File: config.mk
export PLATFORM = sky130hd
export DESIGN_NAME = fifo_pop_ctrl_flat
export DESIGN_NICKNAME = d
export VERILOG_FILES = /design/src/rtl/fifo_region_pkg.sv /design/src/rtl/fifo_pop_ctrl_if.sv /design/src/rtl/fifo_rd_chan.sv /design/src/rtl/fifo_pop_ctrl.sv /design/src/flat_wrapper.sv
export SDC_FILE = /design/constraint.sdc
export NUM_CORES = 1
export LEC_CHECK = 0
export BUFFER_PORTS_ARGS = -buffer_cell sky130_fd_sc_hd__buf_4
export CORE_ASPECT_RATIO = 1.25
export CORE_MARGIN = 2
export CORE_UTILIZATION = 35
export DETAILED_ROUTE_END_ITERATION = 6
export HOLD_SLACK_MARGIN = 0.03
export MAX_ROUTING_LAYER = met4
export SLEW_MARGIN = 20
export SYNTH_ARGS = -nofsm -noshare
export SYNTH_HDL_FRONTEND = slang
export SYNTH_SLANG_ARGS = --single-unit
File: constraint.sdc
create_clock -name clk -period 4.8 [get_ports clk]
set_input_delay 0.24 -clock clk [delete_from_list [all_inputs] [get_ports clk]]
set_output_delay 0.24 -clock clk [all_outputs]
set_load 0.05 [all_outputs]
File: src/rtl/fifo_region_pkg.sv
// Region map shared by the per-channel read controllers and the pop arbiter.
// Eleven channels, each a fixed slice of the shared 2048-byte RAM.
package fifo_region_pkg;

  localparam int NUM_CH = 11;
  localparam int AW     = 11;
  localparam int CW     = 8;

  localparam logic [AW-1:0] BASE [NUM_CH] = '{
    11'd0,    11'd64,   11'd128,  11'd256,  11'd384,  11'd512,
    11'd640,  11'd768,  11'd1024, 11'd1280, 11'd1536
  };

  localparam logic [AW-1:0] LAST [NUM_CH] = '{
    11'd16,   11'd97,   11'd178,  11'd323,  11'd468,  11'd613,
    11'd758,  11'd903,  11'd1176, 11'd1449, 11'd1722
  };

  localparam logic [CW-1:0] DEPTH [NUM_CH] = '{
    8'd17,  8'd34,  8'd51,  8'd68,  8'd85,  8'd102,
    8'd119, 8'd136, 8'd153, 8'd170, 8'd187
  };

  // Selects above 9 all alias onto the last (largest) channel.
  function automatic logic [3:0] sel_to_ch(input logic [3:0] sel);
    return (sel > 4'd9) ? 4'd10 : sel;
  endfunction

endpackage

File: src/rtl/fifo_pop_ctrl_if.sv
// Bundle of write-side strobes, consumer pop handshake, RAM read port and
// per-channel status. The controller takes the slave view; the environment
// (write side, consumer and RAM) takes the master view.
interface fifo_pop_ctrl_if;
  import fifo_region_pkg::*;

  logic              wr_push;
  logic [3:0]        wr_sel;
  logic              pop_req;
  logic [3:0]        pop_sel;
  logic              flush;
  logic [3:0]        flush_sel;
  logic [7:0]        ram_dout;
  logic              ram_re;
  logic [AW-1:0]     ram_raddr;
  logic              pop_ack;
  logic [7:0]        dout;
  logic              dout_valid;
  logic [NUM_CH-1:0] empty;
  logic [NUM_CH-1:0] full;
  logic [NUM_CH-1:0] ovf;

  modport master (
    output wr_push, wr_sel, pop_req, pop_sel, flush, flush_sel, ram_dout,
    input  ram_re, ram_raddr, pop_ack, dout, dout_valid, empty, full, ovf
  );

  modport slave (
    input  wr_push, wr_sel, pop_req, pop_sel, flush, flush_sel, ram_dout,
    output ram_re, ram_raddr, pop_ack, dout, dout_valid, empty, full, ovf
  );

endinterface

File: src/rtl/fifo_rd_chan.sv
// Read-side bookkeeping for one channel: read pointer with wrap inside the
// channel's region, occupancy count, and sticky overflow flag.
module fifo_rd_chan
  import fifo_region_pkg::*;
#(
  parameter logic [AW-1:0] P_BASE  = 11'd0,
  parameter logic [AW-1:0] P_LAST  = 11'd16,
  parameter logic [CW-1:0] P_DEPTH = 8'd17
) (
  input  logic          clk,
  input  logic          reset_n,
  input  logic          push,
  input  logic          pop,
  input  logic          flush,
  output logic [AW-1:0] ptr,
  output logic          empty,
  output logic          full,
  output logic          ovf
);

  logic [CW-1:0] count;

  // Pointer, count and overflow; flush wins and swallows any same-cycle push.
  always_ff @(posedge clk or negedge reset_n) begin
    if (!reset_n) begin
      ptr   <= P_BASE;
      count <= '0;
      ovf   <= 1'b0;
    end else if (flush) begin
      ptr   <= P_BASE;
      count <= '0;
      ovf   <= 1'b0;
    end else begin
      if (pop) begin
        ptr <= (ptr == P_LAST) ? P_BASE : ptr + 11'd1;
      end
      if (push && !pop) begin
        if (count == P_DEPTH) begin
          ovf <= 1'b1;
        end else begin
          count <= count + 8'd1;
        end
      end else if (pop && !push) begin
        count <= count - 8'd1;
      end
    end
  end

  assign empty = (count == '0);
  assign full  = (count == P_DEPTH);

endmodule

File: src/rtl/fifo_pop_ctrl.sv
// Pop controller for an 11-channel byte FIFO sharing one 2-port RAM.
// Decodes push/pop/flush per channel, grants pops combinationally, drives the
// RAM read port and registers the returned byte into a two-cycle read pipe.
module fifo_pop_ctrl
  import fifo_region_pkg::*;
(
  input  logic             clk,
  input  logic             reset_n,
  fifo_pop_ctrl_if.slave   bus
);

  logic [3:0]        ch_wr;
  logic [3:0]        ch_pop;
  logic [3:0]        ch_flush;
  logic [AW-1:0]     ptr [NUM_CH];
  logic [NUM_CH-1:0] push_v;
  logic [NUM_CH-1:0] pop_v;
  logic [NUM_CH-1:0] flush_v;
  logic [NUM_CH-1:0] empty_v;
  logic [NUM_CH-1:0] full_v;
  logic [NUM_CH-1:0] ovf_v;
  logic [AW-1:0]     ptr_sel;
  logic              empty_sel;
  logic              ack;
  logic              rd_v1;

  assign ch_wr    = sel_to_ch(bus.wr_sel);
  assign ch_pop   = sel_to_ch(bus.pop_sel);
  assign ch_flush = sel_to_ch(bus.flush_sel);

  // Select the addressed channel's pointer and empty flag for the pop grant.
  always_comb begin
    ptr_sel   = '0;
    empty_sel = 1'b1;
    for (int i = 0; i < NUM_CH; i++) begin
      if (ch_pop == 4'(i)) begin
        ptr_sel   = ptr[i];
        empty_sel = empty_v[i];
      end
    end
  end

  // A flush of the same channel blocks the pop so no byte leaves a dead region.
  assign ack = bus.pop_req && !empty_sel && !(bus.flush && (ch_flush == ch_pop));

  // One-hot per-channel strobes.
  always_comb begin
    push_v  = '0;
    pop_v   = '0;
    flush_v = '0;
    for (int i = 0; i < NUM_CH; i++) begin
      push_v[i]  = bus.wr_push && (ch_wr == 4'(i));
      pop_v[i]   = ack && (ch_pop == 4'(i));
      flush_v[i] = bus.flush && (ch_flush == 4'(i));
    end
  end

  for (genvar g = 0; g < NUM_CH; g++) begin : g_chan
    fifo_rd_chan #(
      .P_BASE  (BASE[g]),
      .P_LAST  (LAST[g]),
      .P_DEPTH (DEPTH[g])
    ) u_chan (
      .clk     (clk),
      .reset_n (reset_n),
      .push    (push_v[g]),
      .pop     (pop_v[g]),
      .flush   (flush_v[g]),
      .ptr     (ptr[g]),
      .empty   (empty_v[g]),
      .full    (full_v[g]),
      .ovf     (ovf_v[g])
    );
  end

  assign bus.pop_ack   = ack;
  assign bus.ram_re    = ack;
  assign bus.ram_raddr = ack ? ptr_sel : '0;
  assign bus.empty     = empty_v;
  assign bus.full      = full_v;
  assign bus.ovf       = ovf_v;

  // Read pipe: RAM answers one cycle after the grant, captured one cycle later.
  always_ff @(posedge clk or negedge reset_n) begin
    if (!reset_n) begin
      rd_v1          <= 1'b0;
      bus.dout       <= '0;
      bus.dout_valid <= 1'b0;
    end else begin
      rd_v1          <= ack;
      bus.dout_valid <= rd_v1;
      if (rd_v1) begin
        bus.dout <= bus.ram_dout;
      end
    end
  end

endmodule
File: src/flat_wrapper.sv
// flat-port wrapper written by rule: the top's interface ports become plain ports
module fifo_pop_ctrl_flat import fifo_region_pkg::*;
  (clk, reset_n, bus_wr_push, bus_wr_sel, bus_pop_req, bus_pop_sel, bus_flush, bus_flush_sel, bus_ram_dout, bus_ram_re, bus_ram_raddr, bus_pop_ack, bus_dout, bus_dout_valid, bus_empty, bus_full, bus_ovf);
  fifo_pop_ctrl_if bus_i ();
  input  logic clk;
  input  logic reset_n;
  input wire logic [$bits(bus_i.wr_push)-1:0] bus_wr_push;
  input wire logic [$bits(bus_i.wr_sel)-1:0] bus_wr_sel;
  input wire logic [$bits(bus_i.pop_req)-1:0] bus_pop_req;
  input wire logic [$bits(bus_i.pop_sel)-1:0] bus_pop_sel;
  input wire logic [$bits(bus_i.flush)-1:0] bus_flush;
  input wire logic [$bits(bus_i.flush_sel)-1:0] bus_flush_sel;
  input wire logic [$bits(bus_i.ram_dout)-1:0] bus_ram_dout;
  output wire logic [$bits(bus_i.ram_re)-1:0] bus_ram_re;
  output wire logic [$bits(bus_i.ram_raddr)-1:0] bus_ram_raddr;
  output wire logic [$bits(bus_i.pop_ack)-1:0] bus_pop_ack;
  output wire logic [$bits(bus_i.dout)-1:0] bus_dout;
  output wire logic [$bits(bus_i.dout_valid)-1:0] bus_dout_valid;
  output wire logic [$bits(bus_i.empty)-1:0] bus_empty;
  output wire logic [$bits(bus_i.full)-1:0] bus_full;
  output wire logic [$bits(bus_i.ovf)-1:0] bus_ovf;
  assign bus_i.wr_push = bus_wr_push;
  assign bus_i.wr_sel = bus_wr_sel;
  assign bus_i.pop_req = bus_pop_req;
  assign bus_i.pop_sel = bus_pop_sel;
  assign bus_i.flush = bus_flush;
  assign bus_i.flush_sel = bus_flush_sel;
  assign bus_i.ram_dout = bus_ram_dout;
  assign bus_ram_re = bus_i.ram_re;
  assign bus_ram_raddr = bus_i.ram_raddr;
  assign bus_pop_ack = bus_i.pop_ack;
  assign bus_dout = bus_i.dout;
  assign bus_dout_valid = bus_i.dout_valid;
  assign bus_empty = bus_i.empty;
  assign bus_full = bus_i.full;
  assign bus_ovf = bus_i.ovf;
  fifo_pop_ctrl u_core (.clk(clk), .reset_n(reset_n), .bus(bus_i));
endmodule
# After elaboration in Yosys (flattened, before gate mapping)
# Cells that the tools add are included.
[word_totals] register_bits=230 inputBits=25 out_inout_bits=55
[op_classes] n_addsub=33 order_cmp=3 eq_ne=64 muxes=136 reduce_logical=162
[ops] operator="11-bit two-way mux" count=45
[ops] operator="8-bit two-way mux" count=44
[ops] operator="11-bit by 1-bit adder with 11-bit output (second input constant)" count=11
[ops] operator="8-bit by 1-bit adder with 8-bit output (second input constant)" count=11
[ops] operator="8-bit logical NOT" count=11
[ops] operator="8-bit by 1-bit subtractor with 8-bit output (second input constant)" count=11
[ops] operator="2-bit nonzero test" count=33
[ops] operator="1-bit logical AND" count=58
[ops] operator="4-bit by 3-bit == test with 1-bit output (second input constant)" count=12
[ops] operator="1-bit two-way mux" count=44
[ops] operator="2-bit AND reduction" count=22
[ops] operator="4-bit == test (second input constant)" count=9
[ops] operator="11-bit by 10-bit == test with 1-bit output (second input constant)" count=3
[ops] operator="11-bit == test (second input constant)" count=3
[ops] operator="3-bit inequality test (second input constant)" count=11
[ops] operator="3-bit nonzero test" count=11
[ops] operator="8-bit by 7-bit == test with 1-bit output (second input constant)" count=4
[ops] operator="8-bit == test (second input constant)" count=4
[ops] operator="4-bit by 2-bit == test with 1-bit output (second input constant)" count=6
[ops] operator="1-bit logical NOT" count=24
[ops] operator="11-bit by 9-bit == test with 1-bit output (second input constant)" count=2
[ops] operator="8-bit by 6-bit == test with 1-bit output (second input constant)" count=2
[ops] operator="4-bit by 1-bit == test with 1-bit output (second input constant)" count=3
[ops] operator="4-bit greater-than comparator (second input constant)" count=3
[ops] operator="other kinds (7)" count=11

# Depth between registers and ports, before layout
[depth] depth_word=22 ltp_mapped=20 depth_no_buf=16

# Cells and area by module
# Synthesis repeated with hierarchy kept, for this count alone.
[unflattened] hier_cells=1918 area_unflattened_um2=17260.3
[by_module_without_submodules] module="fifo_pop_ctrl" instances=1 cells_each=294 area_per_inst_um2=2253.4
[by_module_without_submodules] module="fifo_rd_chan at u_core.g_chan[0].u_chan" instances=1 cells_each=157 area_per_inst_um2=1473.9
[by_module_without_submodules] module="fifo_rd_chan at u_core.g_chan[10].u_chan" instances=1 cells_each=159 area_per_inst_um2=1445.1
[by_module_without_submodules] module="fifo_rd_chan at u_core.g_chan[6].u_chan" instances=1 cells_each=155 area_per_inst_um2=1442.6
[by_module_without_submodules] module="fifo_rd_chan at u_core.g_chan[1].u_chan" instances=1 cells_each=156 area_per_inst_um2=1417.6
[by_module_without_submodules] module="fifo_rd_chan at u_core.g_chan[2].u_chan" instances=1 cells_each=145 area_per_inst_um2=1387.6
[by_module_without_submodules] module="fifo_rd_chan at u_core.g_chan[4].u_chan" instances=1 cells_each=142 area_per_inst_um2=1336.3
[by_module_without_submodules] module="fifo_rd_chan at u_core.g_chan[9].u_chan" instances=1 cells_each=144 area_per_inst_um2=1315.0
[by_module_without_submodules] module="fifo_rd_chan at u_core.g_chan[5].u_chan" instances=1 cells_each=141 area_per_inst_um2=1313.8
[by_module_without_submodules] module="fifo_rd_chan at u_core.g_chan[8].u_chan" instances=1 cells_each=144 area_per_inst_um2=1297.5
[by_module_without_submodules] module="fifo_rd_chan at u_core.g_chan[7].u_chan" instances=1 cells_each=145 area_per_inst_um2=1296.2
[by_module_without_submodules] module="fifo_rd_chan at u_core.g_chan[3].u_chan" instances=1 cells_each=136 area_per_inst_um2=1281.2

# Worst setup path after synthesis
# OpenSTA, ideal clock, no wires.
[synth_path] path_kind="register to register" from="register u_core.g_chan[9].u_chan.count[6]" to="register u_core.g_chan[1].u_chan.count[7]" setup_time_ps=88 t_arrival_ps=3838 path_slack_ps=874 stages_incl_launch_ff=18 path_buffers=2 synth_period_minus_slack_ps=3926 cell_sequence="dfrtp_1 nor4_1 a21boi_1 or3_1 a211o_1 buf_6 nand4_1 buf_2 nand2_1 ha_1 a21o_1 a21oi_1 nor2b_1 o21a_1 o41a_1 and3_1 o21ai_0 nor3b_1"
[synth_via] elab_chain_cells=11
[synth_rtl] item="start: declaration" line_no="fifo_rd_chan.sv:21" source="logic [CW-1:0] count;"
[synth_rtl] item="start signal: assignment" line_no="fifo_rd_chan.sv:41" source="count <= count + 8'd1;"
[synth_rtl] item="start signal: assignment" line_no="fifo_rd_chan.sv:44" source="count <= count - 8'd1;"
[synth_rtl] item="8-bit logical NOT (*)" line_no="fifo_rd_chan.sv:49" source="assign empty = (count == '0);"
[synth_rtl] item="1-bit two-way mux (*) (2 in series)" line_no="fifo_pop_ctrl.sv:36" source="if (ch_pop == 4'(i)) begin"
[synth_rtl] item="1-bit logical NOT (*)" line_no="fifo_pop_ctrl.sv:44" source="assign ack = bus.pop_req && !empty_sel && !(bus.flush && (ch_flush == ch_pop));"
[synth_rtl] item="1-bit logical AND (*) (2 in series)" line_no="fifo_pop_ctrl.sv:44"
[synth_rtl] item="1-bit logical AND (*)" line_no="fifo_pop_ctrl.sv:53" source="pop_v[i] = ack && (ch_pop == 4'(i));"
[synth_rtl] item="1-bit logical NOT" line_no="fifo_rd_chan.sv:37" source="if (push && !pop) begin"
[synth_rtl] item="1-bit logical AND" line_no="fifo_rd_chan.sv:37"
[synth_rtl] item="3-bit inequality test (no line), or another cell as far along"
[synth_rtl] item="2-bit AND reduction (no line) / 8-bit two-way mux (equally long branches)"
[synth_rtl] item="end signal: assignment" line_no="fifo_rd_chan.sv:41"
[synth_rtl] item="end signal: assignment" line_no="fifo_rd_chan.sv:44"
[synth_rtl] item="end: declaration" line_no="fifo_rd_chan.sv:21"
# Mark *: on every way between the ends. The rest lies on a longest branch, timed or not.
# A chain may end at the register's enable or synchronous reset.

# Final worst setup path
[layout_path] from="register u_core.g_chan[3].u_chan.count[3]" to="register u_core.g_chan[7].u_chan.count[7]"
[layout_via] elab_chain_cells=17
[layout_rtl] item="start: declaration" line_no="fifo_rd_chan.sv:21"
[layout_rtl] item="start signal: assignment" line_no="fifo_rd_chan.sv:41"
[layout_rtl] item="start signal: assignment" line_no="fifo_rd_chan.sv:44"
[layout_rtl] item="8-bit logical NOT (*)" line_no="fifo_rd_chan.sv:49"
[layout_rtl] item="1-bit two-way mux (*) (8 in series)" line_no="fifo_pop_ctrl.sv:36"
[layout_rtl] item="1-bit logical NOT (*)" line_no="fifo_pop_ctrl.sv:44"
[layout_rtl] item="1-bit logical AND (*) (2 in series)" line_no="fifo_pop_ctrl.sv:44"
[layout_rtl] item="1-bit logical AND (*)" line_no="fifo_pop_ctrl.sv:53"
[layout_rtl] item="1-bit logical NOT" line_no="fifo_rd_chan.sv:37"
[layout_rtl] item="1-bit logical AND" line_no="fifo_rd_chan.sv:37"
[layout_rtl] item="3-bit inequality test (no line), or another cell as far along"
[layout_rtl] item="2-bit AND reduction (no line) / 8-bit two-way mux (equally long branches)"
[layout_rtl] item="end signal: assignment" line_no="fifo_rd_chan.sv:41"
[layout_rtl] item="end signal: assignment" line_no="fifo_rd_chan.sv:44"
[layout_rtl] item="end: declaration" line_no="fifo_rd_chan.sv:21"
# Marks and branches as above.

==> results.md <==
* TNS Setup at 0 ns
* DR iter-0 viols at 984
* Antenna viol nets, final at 0
* Critical-path maximum fanout at 9
* FF-to-FF End: u_core.g_chan[7].u_chan.count[7]$_DFFE_PN0P_
* Worst hold path endpoint: u_core.g_chan[2].u_chan.ovf$_DFFE_PN0P_
* Worst Tran Pin Value at 1.05 ns
* R2R cell count at 15
* Main flop type after synthesis: dfrtp_1
* PortBufs at 79
* Top cells by area, synth: dfrtp_1 34%, ha_1 6.8%, nor2_1 4.8%
* GRT Residual Overflow at 0
* Clock latency on the worst-skew pair at 0.56 ns
* Post-layout util at 40.2%
* Residual DRC at 19
* Arrival time at the worst endpoint at 4.94 ns
* CTS Buffer Depth at 3
* VDD IR max at 0.275 mV
* Tcrit/Tclk final at 94.7%
* Hold path cells at 4
* #FFs+latches synth at 230
* RSZ-0062 raised after global routing: false
* Worst reg2reg startpoint: u_core.g_chan[3].u_chan.count[3]$_DFFE_PN0P_
* Initial Util at 35.3%
* Final std cells w/o fill at 2446
* Post-CTS Setup Bufs at 0
* Final WL at 45100 um
* Slew Viols, Final at 0
* Post-DP HPWL at 34000 um
* CTS root buffer: clkbuf_16
* Ports at 80
* Worst Path Required at 5.19 ns
* Initial antenna violation count at 0
* Crit-path slowest cell: nor4_1
* MaxCap Viol Count at 0
* Critical Path Max Stage Delay at 0.91 ns
* Ys async rst share at 100%
* Net count after synthesis at 1894
* Failing checks: DRC
* Num CTS Buffers at 27
* Inst Count DP at 2388
* Layout cells sized above 1 at 13.5%
* Highest clock rate at 220 MHz
* Area delta synth->final at 14.0%
* Reg2Reg Setup Slack at 0.25 ns
* Worst Hold Class: in2reg
* Core area at 0.0450 mm^2
* Worst-path clk slew at 0.06 ns
* Hold Crit Start: bus_flush_sel[0]
* EDFF count, synth at 0
* Cells after Synth at 1772
* Drt via density at 5.67
* Syn avg cell area at 8.95 um^2
* Chip Width at 194 um
* Antenna fix cells at 0
* Outcome: complete, but fails checks
* CP Cell Sequence: nor4_1 > nand4_1 > and3_1 > a211o_2 > nand4_2 > nand2_1 > buf_4 > ha_1 > a21oi_1 > nor2b_1 > o21a_1 > o41ai_1 > nor3b_1 > o21ai_0 > nor3b_1
* Worst setup EP type: register
* Global-route wire length before repair at 73000 um
* Final count of hold timing violations at 0
* Yosys cell types at 87
* Number of warnings issued by yosys at 0
* Layout net count at 1970
* CP startpoint kind: register
* Die area at 0.0471 mm^2
* DR WL/cell at 18.4 um
* H-tree levels at 1
* Via count at 13900
* Final setup vio count at 0
* Clock skew at 0.0216 ns
* Synthesized area at 0.0159 mm^2
* Post-synthesis sequential area ratio at 36.4%
* Biggest area consumer among synthesized cells: dfrtp_1
* Die height at 242 um
* Power per cell area at 489 mW/mm^2
* Fillers at 4502
* TritonRoute pass-1 iters at 7
* Slew headroom at 29.3%
* RePlAce Congestion at 0.936
* Largest net degree at the start of global routing at 111
* Critical path class: reg2reg
* Pleak at 8.03 nW
* Tot GR Track Use at 19.6%
* Tot Pwr at 8.84 mW
* Minimum clock period at 4.55 ns
* Yosys top cell area share at 33.9%
* CTS tree: done
* CTS sink count at 230
* Vias in the first global route at 13600
* Row count at 87
* CP dominant cell by count: nor3b_1
layer usage:
metal	vias up	GRT usage, %	wire (um)
li1	6589	-	-
met1	6819	23.7	18900
met2	377	33.2	22100
met3	88	2.23	2250
met4	0	7.78	1800
met5	-	-	0
cells in the mapped netlist, drive strengths merged, types with 20 or more instances:
cell	number
and3	59
dfrtp	215
clkbuf	32
nor2	206
nand2b	27
nor2b	30
nand2	114
a21o	37
nand3	45
nand4	22
nor4	24
or3	20
xnor2	56
buf	58
inv	64
o31ai	20
a21oi	94
nor3	57
ha	86
a31oi	27
o21ai	153
mux2i	68
kinds of logic after synthesis:
group | count (synthesis) | share of synthesized area [%]
xor+xnor | 75 | 4.14
mux | 86 | 6.10
simple gates | 678 | 22.3
fa+ha+maj | 97 | 8.17
flops | 230 | 36.4
compound gates | 451 | 18.1
buf+inv | 155 | 4.74
cell usage in the layout, fill, tap and decap left out, types with 20 or more instances in the layout:
cell	count
dfrtp_1	215
nor2_1	202
o21ai_0	147
buf_4	126
nand2_1	114
a21oi_1	91
ha_1	86
inv_1	63
mux2i_1	63
and3_1	58
nor3_1	57
xnor2_1	56
nand3_1	45
a21o_1	37
nor2b_1	30
nand2b_1	27
a31oi_1	27
clkbuf_16	27
nor4_1	21
or3_1	20
o31ai_1	20
per-stage QoR:
step                      setup slack [ns]  hold WS (ns)  area [um^2]
after global routing                0.0914         0.223        18100
final                                0.252         0.209        18100
after floorplan                      0.874       -0.0556        15900
after global placement               0.208         0.381        17100
after detailed placement             0.113         0.383        17100
after CTS                           0.0875         0.184        18100
repair_timing:
action	4_1_cts	5_1_grt
resized for setup	0	2
hold buffers	9	0
endpoints found under the hold margin	107	0
endpoints found under the setup margin	0	5
power by group:
part | switching [mW] | leakage [nW] | internal, mW
clock | 0.868 | 0.463 | 1.29
combinational | 1.98 | 4.58 | 1.69
sequential | 0.573 | 2.98 | 2.45
flip-flops by register name, summed over array words and instances, names as in the netlist:
name,count
u_core.bus.dout_valid,1
u_core.bus.dout,8
u_core.rd_v1,1
u_core.g_chan.u_chan.count,88
u_core.g_chan.u_chan.ovf,11
u_core.g_chan.u_chan.ptr,121
critical path: cells and delay by family, from the launching register on:
kind	cells	cell delay, ns
DFF	1	0.41
AOI/OAI and AO/OA	5	1.35
and+or+nand+nor	8	2.11
adders and majority gates	1	0.31
buffers and inverters	1	0.21
final cells by class:
class / count / area [um^2] / share of cell area (%)
Inverter: 65 / 244 / 1.35
Multi-Input combinational cell: 1387 / 9360 / 51.7
Timing Repair Buffer: 137 / 1070 / 5.92
Clock buffer: 31 / 721 / 3.98
Clock inverter: 18 / 196 / 1.09
Sequential cell: 230 / 5770 / 31.9
Tap cell: 578 / 723 / 4.00
worst max-delay path by stage:
stage / slack (ns) / start / to
4_1_cts: 0.09 / u_core.g_chan[0].u_chan.count[1]$_DFFE_PN0P_ / u_core.g_chan[7].u_chan.count[7]$_DFFE_PN0P_
3_3_place_gp: 0.21 / bus_pop_sel[0] / u_core.g_chan[3].u_chan.count[7]$_DFFE_PN0P_
3_5_place_dp: 0.11 / bus_pop_sel[0] / u_core.g_chan[7].u_chan.count[7]$_DFFE_PN0P_
2_1_floorplan: 0.87 / u_core.g_chan[9].u_chan.count[6]$_DFFE_PN0P_ / u_core.g_chan[1].u_chan.count[7]$_DFFE_PN0P_
6_report: 0.25 / u_core.g_chan[3].u_chan.count[3]$_DFFE_PN0P_ / u_core.g_chan[7].u_chan.count[7]$_DFFE_PN0P_
5_1_grt: 0.09 / u_core.g_chan[5].u_chan.count[0]$_DFFE_PN0P_ / u_core.g_chan[7].u_chan.count[7]$_DFFE_PN0P_
Power figures use the tool's default switching activity.
